--- src/rtl/ifetch_unit_if.sv ---
// rtl/ifetch_unit_if.sv - fetch-stage bundle: PC input, imem request/grant/response bus, decode handshake
interface ifetch_unit_if;
  logic [31:0] pc_i;
  logic        redirect_i;
  logic        imem_req_o;
  logic [31:0] imem_addr_o;
  logic        imem_gnt_i;
  logic        imem_rvalid_i;
  logic [31:0] imem_rdata_i;
  logic        inst_valid_o;
  logic [31:0] inst_o;
  logic [31:0] inst_pc_o;
  logic        inst_ready_i;
  logic        fault_o;
  logic        pc_stall_o;

  // Fetch unit side
  modport master (
    input  pc_i, redirect_i, imem_gnt_i, imem_rvalid_i, imem_rdata_i, inst_ready_i,
    output imem_req_o, imem_addr_o, inst_valid_o, inst_o, inst_pc_o, fault_o, pc_stall_o
  );

  // PC register / memory / decode side
  modport slave (
    output pc_i, redirect_i, imem_gnt_i, imem_rvalid_i, imem_rdata_i, inst_ready_i,
    input  imem_req_o, imem_addr_o, inst_valid_o, inst_o, inst_pc_o, fault_o, pc_stall_o
  );
endinterface

--- src/rtl/ifetch_unit.sv ---
// rtl/ifetch_unit.sv - instruction fetch stage; optional misalign fault via IFETCH_ALIGN_CHK_EN
module ifetch_unit #(
  parameter logic [31:0] RESET_INST = 32'h0000_0013,
  parameter int unsigned TIMEOUT    = 255
) (
  input logic           clk,
  input logic           rst,
  ifetch_unit_if.master bus
);

  typedef enum logic [1:0] {IDLE, REQ, WAIT, HOLD} state_t;

  localparam logic [7:0] TO_LAST = 8'(TIMEOUT - 1);

  state_t      state_q;
  state_t      state_d;
  logic [31:0] fetch_pc_q;
  logic        sample_q;
  logic        drop_q;
  logic [7:0]  cnt_q;
  logic [31:0] inst_q;
  logic [31:0] inst_pc_q;
  logic        fault_q;

  logic [31:0] req_pc;
  logic        misalign;
  logic        timeout_hit;
  logic        drop_now;
  logic        handshake;

  // After a HOLD exit the PC register updates on that same edge, so the
  // first REQ cycle uses the live pc_i rather than a stale registered copy.
  assign req_pc      = sample_q ? bus.pc_i : fetch_pc_q;
  assign timeout_hit = (cnt_q == TO_LAST);
  assign drop_now    = drop_q | bus.redirect_i;
  assign handshake   = (state_q == HOLD) & bus.inst_ready_i;

`ifdef IFETCH_ALIGN_CHK_EN
  assign misalign = (req_pc[1:0] != 2'b00);
`else
  assign misalign = 1'b0;
`endif

  // State register
  always_ff @(posedge clk or posedge rst) begin
    if (rst) begin
      state_q <= IDLE;
    end else begin
      state_q <= state_d;
    end
  end

  // Next-state selection
  always_comb begin
    state_d = state_q;
    case (state_q)
      IDLE: state_d = REQ;
      REQ: begin
        if (bus.redirect_i) begin
          state_d = (bus.imem_gnt_i && !misalign) ? WAIT : REQ;
        end else if (misalign) begin
          state_d = HOLD;
        end else if (bus.imem_gnt_i) begin
          state_d = WAIT;
        end
      end
      WAIT: begin
        if (bus.imem_rvalid_i || timeout_hit) begin
          state_d = drop_now ? REQ : HOLD;
        end
      end
      HOLD: begin
        if (bus.inst_ready_i || bus.redirect_i) begin
          state_d = REQ;
        end
      end
      default: state_d = IDLE;
    endcase
  end

  // Fetch address, drop flag, timeout counter and held instruction
  always_ff @(posedge clk or posedge rst) begin
    if (rst) begin
      fetch_pc_q <= 32'h0;
      sample_q   <= 1'b0;
      drop_q     <= 1'b0;
      cnt_q      <= 8'h0;
      inst_q     <= RESET_INST;
      inst_pc_q  <= 32'h0;
      fault_q    <= 1'b0;
    end else begin
      case (state_q)
        IDLE: begin
          fetch_pc_q <= bus.pc_i;
          sample_q   <= 1'b0;
        end
        REQ: begin
          sample_q <= 1'b0;
          if (bus.redirect_i) begin
            fetch_pc_q <= bus.pc_i;
            // A grant coinciding with the redirect still owes us a response
            // that must be swallowed before the next request.
            if (bus.imem_gnt_i && !misalign) begin
              drop_q <= 1'b1;
              cnt_q  <= 8'h0;
            end
          end else begin
            fetch_pc_q <= req_pc;
            if (misalign) begin
              inst_q    <= RESET_INST;
              inst_pc_q <= req_pc;
              fault_q   <= 1'b1;
            end else if (bus.imem_gnt_i) begin
              drop_q <= 1'b0;
              cnt_q  <= 8'h0;
            end
          end
        end
        WAIT: begin
          if (bus.imem_rvalid_i || timeout_hit) begin
            drop_q <= 1'b0;
            if (drop_now) begin
              fetch_pc_q <= bus.pc_i;
            end else if (bus.imem_rvalid_i) begin
              inst_q    <= bus.imem_rdata_i;
              inst_pc_q <= fetch_pc_q;
              fault_q   <= 1'b0;
            end else begin
              inst_q    <= RESET_INST;
              inst_pc_q <= fetch_pc_q;
              fault_q   <= 1'b1;
            end
          end else begin
            cnt_q <= cnt_q + 8'd1;
            if (bus.redirect_i) begin
              drop_q <= 1'b1;
            end
          end
        end
        HOLD: begin
          if (bus.inst_ready_i || bus.redirect_i) begin
            sample_q <= 1'b1;
          end
        end
        default: begin
          sample_q <= 1'b0;
        end
      endcase
    end
  end

  // Bus request and decode-side handshake outputs
  always_comb begin
    bus.imem_req_o   = 1'b0;
    bus.inst_valid_o = 1'b0;
`ifdef IFETCH_ALIGN_CHK_EN
    bus.imem_addr_o  = req_pc;
`else
    bus.imem_addr_o  = {req_pc[31:2], 2'b00};
`endif
    if (state_q == REQ) begin
      bus.imem_req_o = !misalign;
    end
    if (state_q == HOLD) begin
      bus.inst_valid_o = 1'b1;
    end
    bus.pc_stall_o = !handshake;
  end

  assign bus.inst_o    = inst_q;
  assign bus.inst_pc_o = inst_pc_q;
  assign bus.fault_o   = fault_q;

endmodule

--- src/flat_wrapper.sv ---
// flat-port wrapper written by rule: the top's interface ports become plain ports
module ifetch_unit_flat 
#(
  parameter logic [31:0] RESET_INST = 32'h0000_0013,
  parameter int unsigned TIMEOUT    = 255
)
  (clk, rst, bus_pc_i, bus_redirect_i, bus_imem_gnt_i, bus_imem_rvalid_i, bus_imem_rdata_i, bus_inst_ready_i, bus_imem_req_o, bus_imem_addr_o, bus_inst_valid_o, bus_inst_o, bus_inst_pc_o, bus_fault_o, bus_pc_stall_o);
  ifetch_unit_if bus_i ();
  input logic clk;
  input logic rst;
  input wire logic [$bits(bus_i.pc_i)-1:0] bus_pc_i;
  input wire logic [$bits(bus_i.redirect_i)-1:0] bus_redirect_i;
  input wire logic [$bits(bus_i.imem_gnt_i)-1:0] bus_imem_gnt_i;
  input wire logic [$bits(bus_i.imem_rvalid_i)-1:0] bus_imem_rvalid_i;
  input wire logic [$bits(bus_i.imem_rdata_i)-1:0] bus_imem_rdata_i;
  input wire logic [$bits(bus_i.inst_ready_i)-1:0] bus_inst_ready_i;
  output wire logic [$bits(bus_i.imem_req_o)-1:0] bus_imem_req_o;
  output wire logic [$bits(bus_i.imem_addr_o)-1:0] bus_imem_addr_o;
  output wire logic [$bits(bus_i.inst_valid_o)-1:0] bus_inst_valid_o;
  output wire logic [$bits(bus_i.inst_o)-1:0] bus_inst_o;
  output wire logic [$bits(bus_i.inst_pc_o)-1:0] bus_inst_pc_o;
  output wire logic [$bits(bus_i.fault_o)-1:0] bus_fault_o;
  output wire logic [$bits(bus_i.pc_stall_o)-1:0] bus_pc_stall_o;
  assign bus_i.pc_i = bus_pc_i;
  assign bus_i.redirect_i = bus_redirect_i;
  assign bus_i.imem_gnt_i = bus_imem_gnt_i;
  assign bus_i.imem_rvalid_i = bus_imem_rvalid_i;
  assign bus_i.imem_rdata_i = bus_imem_rdata_i;
  assign bus_i.inst_ready_i = bus_inst_ready_i;
  assign bus_imem_req_o = bus_i.imem_req_o;
  assign bus_imem_addr_o = bus_i.imem_addr_o;
  assign bus_inst_valid_o = bus_i.inst_valid_o;
  assign bus_inst_o = bus_i.inst_o;
  assign bus_inst_pc_o = bus_i.inst_pc_o;
  assign bus_fault_o = bus_i.fault_o;
  assign bus_pc_stall_o = bus_i.pc_stall_o;
  ifetch_unit #(.RESET_INST(RESET_INST), .TIMEOUT(TIMEOUT)) u_core (.clk(clk), .rst(rst), .bus(bus_i));
endmodule
--- config.mk ---
export PLATFORM = sky130hd
export DESIGN_NAME = ifetch_unit_flat
export DESIGN_NICKNAME = d
export VERILOG_FILES = /design/src/rtl/ifetch_unit_if.sv /design/src/rtl/ifetch_unit.sv /design/src/flat_wrapper.sv
export SDC_FILE = /design/constraint.sdc
export NUM_CORES = 1
export LEC_CHECK = 0
export BUFFER_PORTS_ARGS = -buffer_cell sky130_fd_sc_hd__buf_4
export CAP_MARGIN = 20
export CORE_ASPECT_RATIO = 1.4
export CORE_UTILIZATION = 45
export DETAILED_ROUTE_END_ITERATION = 16
export PLACE_DENSITY = 0.82
export RECOVER_POWER = 50
export SLEW_MARGIN = 20
export SYNTH_ARGS = -nofsm -noshare
export SYNTH_HDL_FRONTEND = slang
export SYNTH_SLANG_ARGS = --single-unit
--- constraint.sdc ---
create_clock -name clk -period 5.2 [get_ports clk]
set_clock_uncertainty 0.1 [all_clocks]
set_input_delay 1.04 -clock clk [delete_from_list [all_inputs] [get_ports clk]]
set_output_delay 1.04 -clock clk [all_outputs]
set_load 0.01 [all_outputs]
==> impl_summary.txt, run 1 <==
----------------------------------------------------
[Clock tree]
  CTS Hold Buffers Added ... 0
  Sink count of the clock tree ... 109
  CTS max path bufs ... 2
  Clock slew at the register clock pins of the worst setup and hold paths ... 0.08 ns
  Root buffer cell ... sky130_fd_sc_hd__clkbuf_16
  Cts repair resizes ... 0
  Clock tree from TritonCTS ... built
  Number of buffers inserted during clock tree synthesis ... 9
  Clk Latency, worst-skew pair ... 0.35 ns
  Number of H-tree levels ... 3
  Post-CTS setup buffers ... 0

[Cells and area]
  Fraction of layout instances using a drive strength above 1 ... 46.73%
  Count of nets after finishing ... 576
  Antenna Cells ... 0
  Layout-stage area growth over the synthesis result ... 32.05%

[Yosys]
  Cell Area, Synth ... 0.004727 mm2
  Sequential-to-total area share from yosys stat ... 57.78%
  Number of register bits inferred by synthesis ... 109
  Async set-or-reset flop fraction in the synthesized netlist ... 100.0%
  Gate count of the mapped netlist ... 334
  Unique cell type count in the Yosys netlist ... 36
  Count of warnings emitted by yosys ... 0
  Primary flip-flop cell chosen by synthesis mapping ... sky130_fd_sc_hd__dfrtp_1
  Number of synthesized flops with an enable pin ... 0
  Average cell area after synthesis ... 14.15 um2

[Global routing]
  Pin count of the biggest net entering global routing ... 80
  GRT Residual Overflow ... 0
  Number of global-route vias before repair ... 3319
  Antenna violations before repair ... 0
  Global-route wire length before repair ... 16120 um
  Global-route total usage across every layer ... 19.58%

[Worst setup path]
  Worst setup SP type ... register
  Setup CP Type ... reg2out
  Worst Reg2Reg Path Length in Cells ... 7
  Top Family by Delay on Critical Path ... buffers and inverters
  Sum of buffers and inverters on the critical path ... 2
  Worst Path Arrival ... 2.54 ns
  Required time at the worst-slack endpoint ... 4.06 ns
  Critical path fanouts, max ... 17
  Cell with the largest stage delay on the worst path ... sky130_fd_sc_hd__dfrtp_1
  Delay of the slowest cell on the worst path ... 0.81 ns
  Critical Path Stages ... 3
  Type of destination of the critical path ... primary output
  Cell-by-cell trace of the critical path ... clkbuf_1 > mux2_2 > buf_4

[Run]
  Max-capacitance violation count ... 1

[Drt]
  Via density ... 5.300
  Via count ... 3392
  First-pass DRT Iterations ... 4
  Count of antenna-violating nets left after detailed routing ... 0
  Total wirelength of the detailed-routed design ... 10610 um
  Violation count after the first detailed-route iteration ... 106
  Wire length per cell after detailed routing ... 16.57 um
  DRC viols ... 0

[Min path]
  Classification of the worst-slack hold path ... reg2reg
  WHS Path Cells ... 1

[Power]
  Leak ... 2.881 nW
  Areal power density over the cells ... 615.0 mW/mm2
  VDD IR-drop max ... 0.0002721 V

[Timing]
  Post-route fraction of the period consumed by the critical path ... 70.83%
  Setup repair after global routing missed its margin ... false
  Post-route worst setup slack ... 1.517 ns
  Maximum operating frequency ... 271.5 MHz
  Setup_tns ... 0 ns
  Remaining max-slew budget at the tightest pin ... -11.26%
  Hold Violations, Final ... 0
  Count of final setup violators ... 0
  Actual transition at the worst max-transition pin ... 1.669 ns
  Fin crit period ... 3.683 ns
  Count of final max-slew check failures ... 32

[Floorplanning]
  Die extent in y ... 123.3 um
  Die ar. ... 0.01092 mm2
  Placeable core area ... 0.01006 mm2
  Initial Utilization ... 46.98%
  Count of boundary I/O pins ... 170
  Die W ... 88.62 um
  Number of core rows ... 43

[Placed design]
  RePlAce Congestion ... 0.7960
  Port buffer count ... 167
  Worst setup timing slack at the placement stage ... 2.018 ns
  Placed wire-length estimate ... 7535 um

[Outcome]
  Violations in the final reports ... max-capacitance violations, max-slew violations
  Status ... complete, but fails checks

----------------------------------------------------
## registers in the layout (all words and copies together), names as in the netlist
name	cells
u_core.bus.inst_o	32
u_core.bus.inst_pc_o	32
u_core.fetch_pc_q	32
u_core.cnt_q	8
u_core.state_q	2
u_core.bus.fault_o	1
u_core.drop_q	1
u_core.sample_q	1
## cells in the mapped netlist (4+ instances only)
cell	count	area [um2]
sky130_fd_sc_hd__a21oi_1	8	40.04
sky130_fd_sc_hd__inv_1	7	26.28
sky130_fd_sc_hd__buf_1	5	18.77
sky130_fd_sc_hd__buf_6	5	56.30
sky130_fd_sc_hd__nand2b_1	4	25.02
sky130_fd_sc_hd__ha_1	6	75.07
sky130_fd_sc_hd__o22a_1	4	35.03
sky130_fd_sc_hd__nor2_1	4	15.01
sky130_fd_sc_hd__mux2_1	9	101.4
sky130_fd_sc_hd__dfrtp_1	106	2653
sky130_fd_sc_hd__nand2_1	9	33.78
sky130_fd_sc_hd__buf_2	4	20.02
sky130_fd_sc_hd__o21ai_0	10	50.05
sky130_fd_sc_hd__mux2_2	87	979.7
sky130_fd_sc_hd__a22o_1	29	254.0
## power breakdown
part / internal [mW] / total [mW] / switching (mW) / leakage [nW]
Clock: 0.429 / 0.748 / 0.319 / 0.157
Sequential: 1.23 / 1.48 / 0.249 / 1.36
Combinational: 0.902 / 1.62 / 0.713 / 1.36
## layout make-up
cell class / instances / area, um2
clock buffers: 9 / 225.2
clock inverters: 7 / 102.6
fillers: 845 / 3819
inverters: 7 / 27.53
multi-input cells: 200 / 1852
flip-flops and latches: 109 / 2731
well taps: 135 / 168.9
repair buffers: 173 / 1135
## final timing paths
check / start / to / slack (ns)
worst max register to register: u_core.state_q[0] / u_core.fetch_pc_q[0] / 2.06
worst min-delay path: u_core.bus.inst_pc_o[1] / u_core.bus.inst_pc_o[1] / 0.39
worst max-delay path: u_core.sample_q / bus_imem_addr_o[22] / 1.52
max in group asynchronous: rst / u_core.bus.inst_pc_o[13] / 2.12
worst min register to register: u_core.bus.inst_pc_o[1] / u_core.bus.inst_pc_o[1] / 0.39
min in group asynchronous: rst / u_core.bus.inst_o[13] / 0.82
## layout by cell type (no fill, tap or decap), drive strengths merged
master    netlist  layout
buf            16     123
dfrtp         106     106
mux2           96      96
clkbuf          3      59
a22o           29      29
o21ai          10      10
inv             7      10
nand2           9       9
a21oi           8       8
ha              6       6
nand2b          4       4
nor2            4       4
o22a            4       4
nand3           3       3
and2            3       3
nor2b           3       3
dfstp           3       3
nand4           3       3
o211ai          2       2
o31ai           2       2
or3             2       2
a21o            2       2
conb            1       2
bufinv          0       2
clkinvlp        0       2
o21ba           1       1
nor3            1       1
xnor2           1       1
or2             1       1
a2bb2oi         1       1
a221oi          1       1
o21a            1       1
mux2i           1       1
## per-layer routing
metal / wire length [um] / up-vias / track usage [%]
met5: 0 / - / 0
met4: 180 / 0 / 8.266
met3: 774 / 12 / 4.072
met2: 5568 / 142 / 35.05
met1: 4083 / 1692 / 22.29
li1: - / 1546 / -
## cells by family after synthesis
logic type | synth area share (%)
DFF | 57.78
muxes | 23.08
AOI/OAI and AO/OA | 10.22
and+or+nand+nor | 3.944
buffers and inverters | 3.123
adders and majority gates | 1.588
other | 0.07933
xor gates and xnor gates | 0.1853
## per-stage QoR
step / cell area, um2 / total power, mW / std cells / utilization (%) / hold WS (ns)
after floorplan: 4731 / 2.435 / 335 / - / 0.3602
after global placement: 6072 / 3.191 / 623 / 60.35 / 0.3721
after detailed placement: 6072 / 3.249 / 623 / 60.35 / 0.3809
after CTS: 6400 / 4.018 / 639 / 63.61 / 0.3985
after global routing: 6242 / 4.082 / 640 / 62.04 / 0.4129
final: 6242 / 3.839 / 640 / 62.04 / 0.3872
No activity file was read; power rests on OpenSTA's default activity.
==> run 2, diff against run 1 <==
--- a/config.mk
+++ b/config.mk
@@ -5,12 +5,13 @@
 export SDC_FILE = /design/constraint.sdc
 export NUM_CORES = 1
 export LEC_CHECK = 0
+export ABC_AREA = 1
 export BUFFER_PORTS_ARGS = -buffer_cell sky130_fd_sc_hd__buf_4
 export CAP_MARGIN = 20
 export CORE_ASPECT_RATIO = 1.4
 export CORE_UTILIZATION = 45
 export DETAILED_ROUTE_END_ITERATION = 16
-export PLACE_DENSITY = 0.82
+export PLACE_DENSITY = 0.8
 export RECOVER_POWER = 50
 export SLEW_MARGIN = 20
 export SYNTH_ARGS = -nofsm -noshare
==> constraint.sdc (replaced) <==
create_clock -name clk -period 3.5 [get_ports clk]
set_clock_uncertainty 0.1 [all_clocks]
set_input_delay 0.7 -clock clk [delete_from_list [all_inputs] [get_ports clk]]
set_output_delay 0.7 -clock clk [all_outputs]
set_load 0.01 [all_outputs]
==> impl_summary.txt, run 2 <==
----------------------------------------------------
[Min path]
  Classification of the worst-slack hold path ... reg2reg (unchanged)
  Hold path start ... u_core.bus.inst_o[31] (was u_core.bus.inst_pc_o[1])
  WHS Path Cells ... 2 (was 1)
  Sink of the worst hold path ... u_core.bus.inst_o[31] (was u_core.bus.inst_pc_o[1])

[Worst setup path]
  Worst setup SP type ... register (unchanged)
  Cell-by-cell trace of the critical path ... buf_4 > nor2_1 > a21oi_1 > buf_4 (was clkbuf_1 > mux2_2 > buf_4)
  Worst flop-to-flop path startpoint ... u_core.state_q[0] (unchanged)
  Type of destination of the critical path ... primary output (unchanged)
  Required time at the worst-slack endpoint ... 2.70 ns (was 4.06 ns)
  Worst Path Arrival ... 1.63 ns (was 2.54 ns)
  Setup slack on the worst flop-to-flop path ... 1.11 ns (was 2.06 ns)
  Worst Reg2Reg Path Length in Cells ... 8 (was 7)
  Critical path fanouts, max ... 61 (was 17)
  Sum of buffers and inverters on the critical path ... 2 (unchanged)
  Top Family by Delay on Critical Path ... buffers and inverters (unchanged)
  Delay of the slowest cell on the worst path ... 0.45 ns (was 0.81 ns)
  Setup CP Type ... reg2out (unchanged)
  Most numerous cell on the critical path ... sky130_fd_sc_hd__buf_4
  Cell with the largest stage delay on the worst path ... sky130_fd_sc_hd__buf_4 (was sky130_fd_sc_hd__dfrtp_1)
  Critical R2R Capture ... u_core.fetch_pc_q[22] (was u_core.fetch_pc_q[0])

[Drt]
  First-pass DRT Iterations ... 4 (unchanged)
  Via count ... 5063 (was 3392)
  Wire length per cell after detailed routing ... 13.62 um (was 16.57 um)
  DRC viols ... 0 (unchanged)
  Violation count after the first detailed-route iteration ... 322 (was 106)
  Via density ... 5.038 (was 5.300)
  Count of antenna-violating nets left after detailed routing ... 0 (unchanged)
  Total wirelength of the detailed-routed design ... 13680 um (was 10610 um)

[Timing]
  Count of final max-slew check failures ... 0 (was 32)
  Hold Violations, Final ... 0 (unchanged)
  Maximum operating frequency ... 410.7 MHz
  Fin crit period ... 2.435 ns
  Actual transition at the worst max-transition pin ... 1.381 ns (was 1.669 ns)
  Setup repair after global routing missed its margin ... false (unchanged)
  Post-route worst setup slack ... 1.065 ns (was 1.517 ns)
  Post-route fraction of the period consumed by the critical path ... 69.57%
  Remaining max-slew budget at the tightest pin ... 7.414% (was -11.26%)
  Count of final setup violators ... 0 (unchanged)
  Setup_tns ... 0 ns (unchanged)

[Global routing]
  Met2 Use GR ... 39.73% (was 35.05%)
  Number of global-route vias before repair ... 4775 (was 3319)
  Global-route total usage across every layer ... 22.32% (was 19.58%)
  Fraction of met3 tracks used by global routing ... 4.268% (was 4.072%)
  GRT Residual Overflow ... 0 (unchanged)
  Grt peak-use layer ... met2 (unchanged)
  GR met1 Demand/Resource ... 26.23% (was 22.29%)
  Antenna violations before repair ... 0 (unchanged)
  Pin count of the biggest net entering global routing ... 67 (was 80)
  Global-route wire length before repair ... 22110 um (was 16120 um)

[Floorplanning]
  Count of boundary I/O pins ... 170 (unchanged)
  Placeable core area ... 0.01182 mm2 (was 0.01006 mm2)
  Number of core rows ... 47 (was 43)
  Die extent in y ... 132.0 um (was 123.3 um)
  Die W ... 94.86 um (was 88.62 um)
  Die ar. ... 0.01252 mm2 (was 0.01092 mm2)
  Initial Utilization ... 45.96% (was 46.98%)

[Yosys]
  Sequential-to-total area share from yosys stat ... 50.28% (was 57.78%)
  Async set-or-reset flop fraction in the synthesized netlist ... 100.0% (unchanged)
  Synth cell count leaders ... sky130_fd_sc_hd__nand2_1, sky130_fd_sc_hd__dfrtp_1, sky130_fd_sc_hd__inv_1, sky130_fd_sc_hd__o21ai_0, sky130_fd_sc_hd__nand4_1 (was sky130_fd_sc_hd__dfrtp_1, sky130_fd_sc_hd__mux2_2, sky130_fd_sc_hd__a22o_1)
  Unique cell type count in the Yosys netlist ... 28 (was 36)
  Number of synthesized flops with an enable pin ... 0 (unchanged)
  Most frequent cell after synthesis ... sky130_fd_sc_hd__nand2_1 (was sky130_fd_sc_hd__dfrtp_1)
  Number of register bits inferred by synthesis ... 109 (unchanged)
  Gate count of the mapped netlist ... 704 (was 334)
  Average cell area after synthesis ... 7.717 um2 (was 14.15 um2)
  Area share of the leading cell type in the synthesized netlist ... 48.83% (was 56.11%)
  Primary flip-flop cell chosen by synthesis mapping ... sky130_fd_sc_hd__dfrtp_1 (unchanged)
  Count of warnings emitted by yosys ... 0 (unchanged)
  Area leader, netlist ... sky130_fd_sc_hd__dfrtp_1 (unchanged)
  Largest cells by area after synthesis ... sky130_fd_sc_hd__dfrtp_1, sky130_fd_sc_hd__nand2_1, sky130_fd_sc_hd__o21ai_0 (was sky130_fd_sc_hd__dfrtp_1, sky130_fd_sc_hd__mux2_2, sky130_fd_sc_hd__a22o_1)
  Cell Area, Synth ... 0.005433 mm2 (was 0.004727 mm2)

[Cells and area]
  Fraction of layout instances using a drive strength above 1 ... 20.05% (was 46.73%)
  Summed area of non-filler cells in the final layout ... 0.006842 mm2 (was 0.006242 mm2)
  Layout-stage area growth over the synthesis result ... 25.93% (was 32.05%)
  Leading cell types in the layout, fill and taps excluded ... sky130_fd_sc_hd__nand2_1, sky130_fd_sc_hd__buf_4, sky130_fd_sc_hd__dfrtp_1, sky130_fd_sc_hd__inv_1, sky130_fd_sc_hd__o21ai_0 (was sky130_fd_sc_hd__buf_4, sky130_fd_sc_hd__dfrtp_1, sky130_fd_sc_hd__mux2_2, sky130_fd_sc_hd__clkbuf_1, sky130_fd_sc_hd__a22o_1)
  Fill cell instance count of the final layout ... 1107 (was 845)
  Count of nets after finishing ... 929 (was 576)
  Antenna Cells ... 0 (unchanged)
  Most common cell after layout, fill and taps aside ... sky130_fd_sc_hd__nand2_1 (was sky130_fd_sc_hd__buf_4)

[Clock tree]
  CTS max path bufs ... 2 (unchanged)
  Clock tree from TritonCTS ... built (unchanged)
  Cts repair resizes ... 0 (unchanged)
  Post-CTS setup buffers ... 0 (unchanged)
  Sink count of the clock tree ... 109 (unchanged)
  Number of H-tree levels ... 3 (unchanged)
  Number of buffers inserted during clock tree synthesis ... 9 (unchanged)
  Clk Latency, worst-skew pair ... 0.35 ns (about the same)
  Clock slew at the register clock pins of the worst setup and hold paths ... 0.08 ns (about the same)
  Root buffer cell ... sky130_fd_sc_hd__clkbuf_16 (unchanged)
  CTS Hold Buffers Added ... 0 (unchanged)

[Run]
  Max-capacitance violation count ... 0 (was 1)

[Placed design]
  Port buffer count ... 167 (unchanged)
  RePlAce Congestion ... 0.8710 (was 0.7960)
  Worst setup timing slack at the placement stage ... 1.032 ns (was 2.018 ns)
  Placed wire-length estimate ... 9615 um (was 7535 um)
  Placed inst area ... 0.006738 mm2 (was 0.006072 mm2)

[Outcome]
  Status ... completed (was complete, but fails checks)

[Power]
  VDD IR-drop max ... 0.0004325 V (was 0.0002721 V)
  Leak ... 3.718 nW (was 2.881 nW)
  Areal power density over the cells ... 828.2 mW/mm2 (was 615.0 mW/mm2)

----------------------------------------------------
[run 2: through the flow]
step	instances	utilization [%]	total power, mW	hold slack (ns)
4_1_cts	1005	59.61	5.867	0.3777
3_3_place_gp	989	57.00	4.748	0.3534
3_5_place_dp	989	57.00	4.816	0.3592
2_1_floorplan	705	-	3.571	0.3427
6_report	1005	57.88	5.666	0.3708
5_1_grt	1005	57.88	6.109	0.3894
[run 2: where the power goes]
group	internal, mW	switching [mW]	leakage, nW
clock network	0.580	0.466	0.149
registers	1.77	0.283	1.39
logic	1.02	1.55	2.18
[run 2: worst max path at each step]
stage | start | endpoint | depth (start not counted)
after floorplan | rst | u_core.bus.fault_o | 1
after global placement | bus_redirect_i | u_core.fetch_pc_q[7] | 8
after detailed placement | bus_redirect_i | u_core.fetch_pc_q[8] | 7
after CTS | u_core.sample_q | bus_imem_addr_o[31] | 4
after global routing | rst | u_core.bus.inst_pc_o[7] | 3
final | u_core.sample_q | bus_imem_addr_o[31] | 4
[run 2: cells by family after synthesis]
family	count (synthesis)	share of synthesized area [%]
compound gates	89	8.936
simple gates	394	30.10
buf+inv	102	8.752
xor+xnor	3	0.4837
flops	109	50.28
other cells	1	0.06903
fa+ha+maj	6	1.382
[run 2: tightest hold or removal path, stage by stage (launching register included)]
cell                      delay (ns)
sky130_fd_sc_hd__dfrtp_1        0.34
sky130_fd_sc_hd__nand2_1        0.05
sky130_fd_sc_hd__nand2_1        0.05
[run 2: area by class of cell]
type / instances / area, um2 / area share (%)
Clock inverter: 6 / 68.82 / 1.006
Timing Repair Buffer: 176 / 1152 / 16.84
Clock buffer: 10 / 239.0 / 3.493
Multi-Input combinational cell: 494 / 2227 / 32.55
Tap cell: 147 / 183.9 / 2.688
Sequential cell: 109 / 2733 / 39.94
Inverter: 63 / 237.7 / 3.475
[run 2: routing by layer]
metal / wire, um / vias to the layer above
li1: - / 2516
met1: 5599 / 2370
met2: 7119 / 158
met3: 728 / 19
met4: 237 / 0
met5: 0 / -
==> run 3, diff against run 2 <==
==> constraint.sdc (replaced) <==
create_clock -name clk -period 2.5 [get_ports clk]
set_clock_uncertainty 0.1 [all_clocks]
set_input_delay 0.5 -clock clk [delete_from_list [all_inputs] [get_ports clk]]
set_output_delay 0.5 -clock clk [all_outputs]
set_load 0.01 [all_outputs]
==> impl_summary.txt, run 3 (synthesized netlist as in run 2, its figures left out) <==
----------------------------------------------------
[Worst setup path]
  Critical R2R Capture ... u_core.bus.inst_o[27] (was u_core.fetch_pc_q[22])
  Worst setup SP type ... register (unchanged)
  Worst Path Arrival ... 2.25 ns (was 1.63 ns)
  Setup slack on the worst flop-to-flop path ... 0.43 ns (was 1.11 ns)
  Setup CP Type ... reg2reg (was reg2out)
  Source of the critical timing path ... u_core.state_q[0] (was u_core.sample_q)
  Worst Reg2Reg Path Length in Cells ... 9 (was 8)
  Worst flop-to-flop path startpoint ... u_core.state_q[0] (unchanged)
  Type of destination of the critical path ... register (was primary output)
  Required time at the worst-slack endpoint ... 2.68 ns (was 2.70 ns)
  Critical path fanouts, max ... 30 (was 61)
  Termination of the worst setup path ... u_core.bus.inst_o[27] (was bus_imem_addr_o[31])

[Cells and area]
  Fraction of layout instances using a drive strength above 1 ... 20.42% (was 20.05%)
  Count of nets after finishing ... 933 (was 929)
  Flip-flop and latch area ... 0.002733 mm2 (unchanged)
  End-of-flow core utilization ... 58.48% (was 57.88%)
  Most common cell after layout, fill and taps aside ... sky130_fd_sc_hd__nand2_1 (unchanged)
  Leading cell types in the layout, fill and taps excluded ... sky130_fd_sc_hd__nand2_1, sky130_fd_sc_hd__buf_4, sky130_fd_sc_hd__dfrtp_1, sky130_fd_sc_hd__inv_1, sky130_fd_sc_hd__o21ai_0 (unchanged)
  Antenna Cells ... 0 (unchanged)
  Area of combinational cells with multiple inputs ... 0.002242 mm2 (was 0.002227 mm2)
  Fill cell instance count of the final layout ... 1109 (was 1107)
  Post-layout instance count excluding filler cells ... 1009 (was 1005)
  Layout-stage area growth over the synthesis result ... 27.25% (was 25.93%)

[Clock tree]
  Clk Latency, worst-skew pair ... 0.35 ns (about the same)
  CTS max path bufs ... 2 (unchanged)
  Cts repair resizes ... 0 (unchanged)
  Post-CTS setup buffers ... 0 (unchanged)
  Clock slew at the register clock pins of the worst setup and hold paths ... 0.07 ns (was 0.08 ns)
  Number of buffers inserted during clock tree synthesis ... 9 (unchanged)
  CTS Hold Buffers Added ... 0 (unchanged)
  Clock tree from TritonCTS ... built (unchanged)
  Number of H-tree levels ... 3 (unchanged)
  Root buffer cell ... sky130_fd_sc_hd__clkbuf_16 (unchanged)
  Sink count of the clock tree ... 109 (unchanged)

[Timing]
  Count of final setup violators ... 0 (unchanged)
  Count of final max-slew check failures ... 110 (was 0)
  Setup repair after global routing missed its margin ... false (unchanged)
  Actual transition at the worst max-transition pin ... 1.514 ns (was 1.381 ns)
  Hold Violations, Final ... 0 (unchanged)
  Remaining max-slew budget at the tightest pin ... -0.9167% (was 7.414%)
  Maximum operating frequency ... 483.2 MHz
  Setup_tns ... 0 ns (unchanged)
  Fin crit period ... 2.070 ns
  Post-route fraction of the period consumed by the critical path ... 82.79%

[Floorplanning]
  Placeable core area ... 0.01182 mm2 (unchanged)
  Number of core rows ... 47 (unchanged)
  Count of boundary I/O pins ... 170 (unchanged)
  Initial Utilization ... 45.96% (unchanged)
  Die ar. ... 0.01252 mm2 (unchanged)
  Die W ... 94.86 um (unchanged)
  Die extent in y ... 132.0 um (unchanged)

[Placed design]
  Cell Count Post-Placement ... 993 (was 989)
  Port buffer count ... 167 (unchanged)
  RePlAce Congestion ... 0.8760 (was 0.8710)
  Placed wire-length estimate ... 9748 um (was 9615 um)

[Outcome]
  Status ... complete, but fails checks (was completed)
  Violations in the final reports ... max-capacitance violations, max-slew violations

[Drt]
  DRC viols ... 0 (unchanged)
  Total wirelength of the detailed-routed design ... 13830 um (was 13680 um)
  Violation count after the first detailed-route iteration ... 298 (was 322)
  Via count ... 4977 (was 5063)
  Wire length per cell after detailed routing ... 13.70 um (was 13.62 um)
  Count of antenna-violating nets left after detailed routing ... 0 (unchanged)
  First-pass DRT Iterations ... 5 (was 4)
  Via density ... 4.933 (was 5.038)

[Power]
  Areal power density over the cells ... 1173 mW/mm2 (was 828.2 mW/mm2)
  Leak ... 3.744 nW (was 3.718 nW)
  VDD IR-drop max ... 0.0006848 V (was 0.0004325 V)

[Global routing]
  Number of global-route vias before repair ... 4591 (was 4775)
  Antenna violations before repair ... 0 (unchanged)
  Global-route wire length before repair ... 22140 um (was 22110 um)
  Pin count of the biggest net entering global routing ... 110 (was 67)
  GRT Residual Overflow ... 0 (unchanged)
  Global-route total usage across every layer ... 22.53% (was 22.32%)

[Run]
  Max-capacitance violation count ... 1 (was 0)

[Min path]
  Classification of the worst-slack hold path ... in2reg (was reg2reg)

----------------------------------------------------
[run 3: changes by cell type in the layout (fill, tap and decap cells not counted), sizes merged]
cell	change
buf	+4
bufinv	+1
inv	-1
[run 3: final cells by class]
class | count | share of cell area (%)
Timing Repair Buffer | 180 | 17.12
Inverter | 63 | 3.439
Clock inverter | 6 | 1.357
Clock buffer | 10 | 3.457
Sequential cell | 109 | 39.53
Tap cell | 147 | 2.661
Multi-Input combinational cell | 494 | 32.43
[run 3: layer usage]
layer | up-vias | GRT usage, % | share of wire (%)
met4 | 0 | 8.670 | 2.5
met2 | 132 | 38.57 | 51
met3 | 23 | 4.037 | 5.0
met1 | 2306 | 27.74 | 41
li1 | 2516 | - | -
met5 | - | 0 | 0
[run 3: critical path, stage by stage, from the launching register on]
cell and delay (ns):
sky130_fd_sc_hd__dfrtp_1 0.41, sky130_fd_sc_hd__inv_1 0.10, sky130_fd_sc_hd__ha_1 0.29, sky130_fd_sc_hd__nand2_2 0.14, sky130_fd_sc_hd__nor2_8 0.17, sky130_fd_sc_hd__inv_2 0.17, sky130_fd_sc_hd__nor2_2 0.11, sky130_fd_sc_hd__buf_4 0.31
sky130_fd_sc_hd__nand2_1 0.10, sky130_fd_sc_hd__nand2_1 0.10
[run 3: worst min path at each step]
stage | from | to | slack [ns] | cells past startpoint
finish | bus_imem_rdata_i[13] | u_core.bus.inst_o[13] | 0.25 | 3
global route | bus_imem_rdata_i[16] | u_core.bus.inst_o[16] | 0.25 | 3
CTS | bus_imem_rdata_i[16] | u_core.bus.inst_o[16] | 0.24 | 3
detailed placement | u_core.bus.inst_o[7] | u_core.bus.inst_o[7] | 0.36 | 2
global placement | u_core.bus.inst_o[6] | u_core.bus.inst_o[6] | 0.35 | 2
floorplan | u_core.fetch_pc_q[0] | u_core.fetch_pc_q[0] | 0.34 | 2
[run 3: stage by stage]
step                      cell area (um2)  worst slack (ns)  hold WS, ns  total power, mW
after floorplan                      5440            0.5870       0.3427            5.000
after CTS                            7101            0.1636       0.2429            8.400
after global placement               6768            0.2638       0.3542            6.687
final                                6913            0.4304       0.2497            8.108
after detailed placement             6768            0.1669       0.3603            6.800
after global routing                 6913            0.2493       0.2536            8.738
[run 3: report_power, final]
group	internal, mW	leakage [nW]	total [mW]	switching [mW]
Sequential	2.47	1.39	2.87	0.399
Clock	0.914	0.159	1.58	0.671
Combinational	1.45	2.20	3.65	2.20
